`src/rtl/clock_pkg.sv`:
```
// Shared types and default dimensions for the time-of-day clock controller.
package clock_pkg;

  typedef enum logic [1:0] {
    RUN      = 2'd0,
    PAUSE    = 2'd1,
    SET_HOUR = 2'd2,
    SET_MIN  = 2'd3
  } state_t;

  localparam int c_hours   = 24;
  localparam int c_minutes = 60;
  localparam int c_seconds = 60;

  localparam int hour_w = $clog2(c_hours);
  localparam int min_w  = $clog2(c_minutes);
  localparam int sec_w  = $clog2(c_seconds);

endpackage

```
`src/rtl/mod_counter.sv`:
```
// Modulo-p_mod counter with enable and synchronous clear; o_wrap flags the
// enabled step from p_mod-1 back to 0 so counters can be chained.
module mod_counter #(
  parameter int p_mod = 60
) (
  input  logic                     i_clk,
  input  logic                     i_rst_n,
  input  logic                     i_en,
  input  logic                     i_clr,
  output logic [$clog2(p_mod)-1:0] o_cnt,
  output logic                     o_wrap
);

  localparam int w = $clog2(p_mod);
  localparam logic [w-1:0] last = w'(p_mod - 1);

  // NOTE: sequential state is written with non-blocking assignments only, so
  // every flop samples the pre-edge value of its inputs regardless of order.
  always_ff @(posedge i_clk or negedge i_rst_n) begin
    if (!i_rst_n) begin
      o_cnt <= '0;
    end else if (i_clr) begin
      o_cnt <= '0;
    end else if (i_en) begin
      o_cnt <= (o_cnt == last) ? '0 : o_cnt + 1'b1;
    end
  end

  assign o_wrap = i_en && (o_cnt == last);

endmodule

```
`src/rtl/clock_ctrl.sv`:
```
// Time-of-day sequencer: RUN/PAUSE/SET mode machine, hh:mm:ss counters fed by
// the 1 Hz prescaler tick, prescaler stop control and a day-wrap pulse.
module clock_ctrl
  import clock_pkg::*;
#(
  parameter int p_hours   = c_hours,
  parameter int p_minutes = c_minutes,
  parameter int p_seconds = c_seconds
) (
  input  logic                         i_clk,
  input  logic                         i_rst_n,
  input  logic                         i_tick,
  input  logic                         i_mode,
  input  logic                         i_pause,
  input  logic                         i_inc,
  output logic                         o_stop,
  output logic [$clog2(p_seconds)-1:0] o_sec,
  output logic [$clog2(p_minutes)-1:0] o_min,
  output logic [$clog2(p_hours)-1:0]   o_hour,
  output logic [1:0]                   o_state,
  output logic                         o_day
);

  state_t state_q, state_d;
  logic   stop_q, day_q;
  logic   run, in_set_hour, in_set_min;
  logic   sec_en, sec_clr, min_en, hour_en;
  logic   sec_wrap, min_wrap, hour_wrap;

  // NOTE: every combinational output gets a default before the case so no
  // path leaves it unassigned and no latch is inferred.
  always_comb begin
    state_d = state_q;
    case (state_q)
      RUN: begin
        if (i_mode)       state_d = SET_HOUR;
        else if (i_pause) state_d = PAUSE;
      end
      PAUSE: begin
        if (i_mode)       state_d = SET_HOUR;
        else if (i_pause) state_d = RUN;
      end
      SET_HOUR: if (i_mode) state_d = SET_MIN;
      SET_MIN:  if (i_mode) state_d = RUN;
      default:  state_d = RUN;
    endcase
  end

  // NOTE: only control flops are reset here; the counters reset themselves.
  always_ff @(posedge i_clk or negedge i_rst_n) begin
    if (!i_rst_n) begin
      state_q <= RUN;
      stop_q  <= 1'b0;
      day_q   <= 1'b0;
    end else begin
      state_q <= state_d;
      stop_q  <= (state_d != RUN);
      day_q   <= hour_wrap && run;
    end
  end

  assign run         = (state_q == RUN);
  assign in_set_hour = (state_q == SET_HOUR);
  assign in_set_min  = (state_q == SET_MIN);

  // Set-mode increments enter a counter directly; the carry into the next
  // field is only honoured while running, so setting never ripples upward.
  assign sec_en  = run && i_tick;
  assign sec_clr = in_set_min && i_mode;
  assign min_en  = sec_wrap || (in_set_min && i_inc);
  assign hour_en = (min_wrap && run) || (in_set_hour && i_inc);

  mod_counter #(.p_mod(p_seconds)) u_sec (
    .i_clk  (i_clk),
    .i_rst_n(i_rst_n),
    .i_en   (sec_en),
    .i_clr  (sec_clr),
    .o_cnt  (o_sec),
    .o_wrap (sec_wrap)
  );

  mod_counter #(.p_mod(p_minutes)) u_min (
    .i_clk  (i_clk),
    .i_rst_n(i_rst_n),
    .i_en   (min_en),
    .i_clr  (1'b0),
    .o_cnt  (o_min),
    .o_wrap (min_wrap)
  );

  mod_counter #(.p_mod(p_hours)) u_hour (
    .i_clk  (i_clk),
    .i_rst_n(i_rst_n),
    .i_en   (hour_en),
    .i_clr  (1'b0),
    .o_cnt  (o_hour),
    .o_wrap (hour_wrap)
  );

  assign o_state = state_q;
  assign o_stop  = stop_q;
  assign o_day   = day_q;

endmodule

```
`config.mk`:
```
export PLATFORM = sky130hd
export DESIGN_NAME = clock_ctrl
export DESIGN_NICKNAME = d
export VERILOG_FILES = /design/src/rtl/clock_pkg.sv /design/src/rtl/mod_counter.sv /design/src/rtl/clock_ctrl.sv
export SDC_FILE = /design/constraint.sdc
export NUM_CORES = 1
export LEC_CHECK = 0
export CAP_MARGIN = 40
export CORE_MARGIN = 5
export CORE_UTILIZATION = 40
export CTS_CLUSTER_DIAMETER = 30
export DETAILED_ROUTE_END_ITERATION = 10
export GPL_TIMING_DRIVEN = 1
export PLACE_DENSITY_LB_ADDON = 0.12
export SLEW_MARGIN = 5
export SYNTH_ARGS = -nofsm -noshare
export SYNTH_HDL_FRONTEND = slang
export SYNTH_SLANG_ARGS = --single-unit
```
`constraint.sdc`:
```
create_clock -name i_clk -period 1.97 [get_ports i_clk]
set_input_delay 0.394 -clock i_clk [delete_from_list [all_inputs] [get_ports i_clk]]
set_output_delay 0.394 -clock i_clk [all_outputs]
set_load 0.02 [all_outputs]
```
# Yosys cells after proc, flatten, opt, wreduce, memory -nomap -nowiden
# Cells that the tools add are included.
# totals
reg_bits	21
wordCells	41
# op_classes
n_addsub	3
eq_ne	6
n_mux	12
n_reduce_logical	14
# op_table
cell	count
6-bit two-way mux	4
6-bit by 1-bit adder with 6-bit output (second input constant)	2
6-bit == test (second input constant)	2
2-bit two-way mux	6
1-bit logical AND	9
2-bit one-hot mux with 4 select lines	1
5-bit by 1-bit adder with 5-bit output (second input constant)	1
5-bit == test (second input constant)	1
5-bit two-way mux	1
2-bit == test (second input constant)	2
2-bit nonzero test	2
2-bit by 1-bit == test with 1-bit output (second input constant)	1
2-bit logical NOT	1
1-bit logical OR	2

# Longest topological paths before layout
# depth
ltp_word	9
depth_mapped	6
depth_no_buf	5

# By module
# A second synthesis with hierarchy kept.
# unflattened
cells_unflattened	111
hier_area_um2	1142.3
# modules_own_cells
module	instances	cells_per_inst	area_per_inst_um2
mod_counter at u_min ...	2	33	329.1
mod_counter at u_hour	1	24	262.8
clock_ctrl	1	21	221.5

# Worst setup path before layout
# Ideal clock, no wire load.
# synth_path
path_type	register to register
startpoint	register u_sec.o_cnt[0]
endpoint	register u_min.o_cnt[2]
setup_time_ps	125
arrival_ps	1678
setup_slack_ps	167
stages_incl_launch_ff	7
path_buffers	1
cell_sequence	dfrtp_1 -> ha_1 -> and4b_1 -> buf_6 -> a32o_2 -> nand2_1 -> mux2_4
# synth_via
elab_chain_len	3
# synth_rtl
element	line	rtl
start, declared	mod_counter.sv:10	output logic [$clog2(p_mod)-1:0] o_cnt,
start signal, assigned	mod_counter.sv:25	o_cnt <= (o_cnt == last) ? '0 : o_cnt + 1'b1;
6-bit == test	mod_counter.sv:29	assign o_wrap = i_en && (o_cnt == last);
1-bit logical AND	mod_counter.sv:29	
1-bit logical OR	clock_ctrl.sv:70	assign min_en = sec_wrap || (in_set_min && i_inc);
end signal, assigned	mod_counter.sv:25	
end, declared	mod_counter.sv:10	
# No other way between the ends.
# A chain may end at the register's enable or synchronous reset.

# Final worst setup path
# layout_path
startpoint	register u_hour.o_cnt[2]
endpoint	output port o_hour[2]
# layout_rtl
element	line	rtl
start, declared	mod_counter.sv:10	
start signal, assigned	mod_counter.sv:25	
end, declared	clock_ctrl.sv:19	output logic [$clog2(p_hours)-1:0] o_hour,
# No word-level cell between the ends.

==> summary.md <==
| Metric | Value |
|---|---|
| Result of the run | `completed` |
| Critical path data required time | `1580 ps` |
| Synth top area share | `0.4615` |
| Htree depth | `1` |
| Synth Area per Inst | `10.35 um2` |
| Internal power | `1.142 mW` |
| Fmax achieved | `545.7 MHz` |
| Switching part of the total | `0.4126` |
| Final nets | `154` |
| Met2 Wirelength | `1112 um` |
| First-pass GRT wire length | `4422 um` |
| Antenna violations before repair | `0` |
| Dpl cells | `171` |
| Dpl hpwl | `1884 um` |
| Crit-path cells | `clkdlybuf4s50_1` |
| Layout cells sized above 1 | `0.1181` |
| Syn_nets | `119` |
| DR vias | `939` |
| CTS Root Cell | `clkbuf_4` |
| WL final | `2481 um` |
| WL/cell | `14.18 um` |
| Clock tree buffer depth | `2` |
| Post-route DRC | `0` |
| Synth warn | `0` |
| Inserted Diodes | `0` |
| Initial drt markers | `18` |
| Worst r2r dst | `u_hour.o_cnt[3]` |
| DIE AREA | `4013 um2` |
| Post-CTS setup buffers | `0` |
| Clk network pwr share | `0.108` |
| Maximum VDD drop | `0.9114 mV` |
| Worst-path clk slew | `120 ps` |
| Arr. time, crit path | `1440 ps` |
| Startpoint class of the critical path | `register` |
| CP endpoint kind | `output port` |
| Async set-or-reset flop fraction in the synthesized netlist | `1.000` |
| CTS sink cnt | `21` |
| Core region area | `2734 um2` |
| Die width | `63.35 um` |
| DR top layer | `met4` |
| Setup TNS | `0 ps` |
| Fin crit share | `0.9303` |
| Num rows | `19` |
| CTS tree | `yes` |
| CTS Hold Bufs | `0` |
| CTS Buf Count | `3` |
| Switching power total | `0.8018 mW` |
| Clock Latency Late Sink | `300 ps` |
| Final hold violation count | `0` |
| Hold crit path type | `in2async` |
| Fin Clk Skew | `1.500 ps` |
| Leak | `0.6363 nW` |
| Drt first pass iters | `4` |
| Crit Path Category | `reg2out` |
| Via density per instance | `5.366` |
| GRT Total Usage | `0.1353` |
| Final std cells w/o fill | `175` |
| Pins Over Slew Limit | `0` |
| Area grow syn2layout | `30.55%` |
| R2r setup slk | `180 ps` |
| Number of cells on the critical path | `1` |
| EDFF count, synth | `0` |
| GPL Wtd Cong | `0.7439` |
| Sequential share of the synthesized area | `0.4615` |
| Top FF cell, synth | `dfrtp_1` |
| RSZ-0062 raised after global routing | `false` |
| Slowest cell on crit path | `clkdlybuf4s50_1` |
| Most common cell in the netlist | `dfrtp_1` |
| Met3 wire len | `182 um` |
| Comb pwr share | `0.521` |
| ANT nets after route | `0` |
| Crit path max-delay family | `buffers and inverters` |
| Crit-path max FO | `6` |
| Initial Util | `0.4165` |
| Total grt overflow | `0` |
| Vias in the first global route | `989` |
| Synth Instances | `110` |
| Worst path bufs/invs | `1` |
| Count of final setup violators | `0` |
| Most frequent cells after synthesis | `dfrtp_1 (21), nand2_1 (18), nor2_1 (6), o21ai_1 (6)` |
| Min Tclk post-route | `1833 ps` |
| Worst slew pin tran | `343.7 ps` |
| Port Buffers | `26` |
| Slew headroom | `0.7709` |
| Synth area leaders | `dfrtp_1 (46%), nand2_1 (5.9%), ha_1 (3.3%), buf_6 (3.0%), mux2_1 (3.0%)` |
| MaxCap Viol Count | `0` |
| Distinct cells, synth | `39` |
| CP peak stage delay | `660 ps` |
| Largest net degree at the start of global routing | `22` |
| Die height | `63.35 um` |
| Met1 wire length | `1165 um` |
| Post-cts repair resize count | `0` |
| Io pins | `27` |
| Post-synth design cell area | `1139 um2` |
| Critical R2R Launch | `u_sec.o_cnt[0]` |
| Power Dens Cells | `1307 nW/um2` |
| Synth area leader | `dfrtp_1` |
| Yosys reg bits | `21` |
| Sequential Power Share | `0.371` |
| R2R cell count | `5` |
## cell type report
class | instances | area (um2)
inverters | 2 | 7.507
repair buffers | 34 | 320.3
multi-input cells | 83 | 568.0
flip-flops and latches | 21 | 525.5
clock buffers | 4 | 26.28
well taps | 31 | 38.79
fillers | 255 | 1247
## worst reg2reg max path: cells and delay by family, from the launching register on
| family | cells | cell delay (ps) |
|---|---|---|
| and+or+nand+nor | 2 | 550 |
| DFF | 1 | 370 |
| AOI/OAI and AO/OA | 1 | 200 |
| muxes | 1 | 340 |
| adders and majority gates | 1 | 220 |
## layout by cell type (no fill, tap or decap), types with 2 or more instances in the layout
cell type and instances:
a21oi_1 5, ha_1 3, nand4_1 5, nand3b_1 3
dfrtp_1 21, inv_1 2, nand2_1 18, mux2_1 3
buf_4 8, nor2_1 6, and3_1 2, nand3_1 3
clkdlybuf4s50_1 26, o21ai_1 6, mux2i_1 3, o211ai_1 2
clkbuf_4 3, xor2_1 2
## flip-flops by register name, indices dropped and copies added, names as in the netlist
register	count
o_day	1
o_state	2
o_stop	1
u_hour.o_cnt	5
u_min.o_cnt	6
u_sec.o_cnt	6
## logic make-up (layout without fill, tap and decap cells)
kind of cell	Yosys count	count (layout)	share of synthesized area
and+or+nand+nor	47	47	0.2319
AOI/OAI and AO/OA	24	24	0.1495
DFF	21	21	0.4615
muxes	7	7	0.06923
buffers and inverters	6	40	0.03956
adders and majority gates	3	3	0.03297
xor gates and xnor gates	2	2	0.01539
## metal layers
layer  up-vias  global-route usage
met5         -                   0
met4         0             0.02597
met3         2             0.06394
met2        24              0.2107
met1       436              0.1717
li1        477                   -
## power groups by stage
stage	registers [mW]	clock network [mW]	logic, mW
finish	0.720	0.210	1.01
global route	0.749	0.232	1.12
CTS	0.719	0.217	1.03
detailed placement	0.728	0	1.02
global placement	0.723	0	1.00
floorplan	0.895	0	0.420
## through the flow
step	instance area, um2	hold WS [ps]	worst slack, ps	power [mW]	utilization
after global routing	1486	438.2	25.14	2.099	0.5437
after detailed placement	1460	517.5	-18.82	1.752	0.5341
final	1486	424.7	137.4	1.943	0.5437
after global placement	1460	509.8	38.97	1.725	0.5341
after CTS	1486	430.2	124.8	1.965	0.5437
after floorplan	1139	98.41	166.6	1.315	-
## worst max path at each step
stage / from / end / slack [ps]
6_report: u_hour.o_cnt[2] / o_hour[2] / 140
5_1_grt: u_sec.o_cnt[0] / u_hour.o_cnt[3] / 30
4_1_cts: u_hour.o_cnt[2] / o_hour[2] / 120
3_5_place_dp: i_tick / u_hour.o_cnt[3] / -20
3_3_place_gp: i_tick / u_hour.o_cnt[3] / 40
2_1_floorplan: u_sec.o_cnt[0] / u_min.o_cnt[2] / 170
Power figures use the tool's default switching activity.
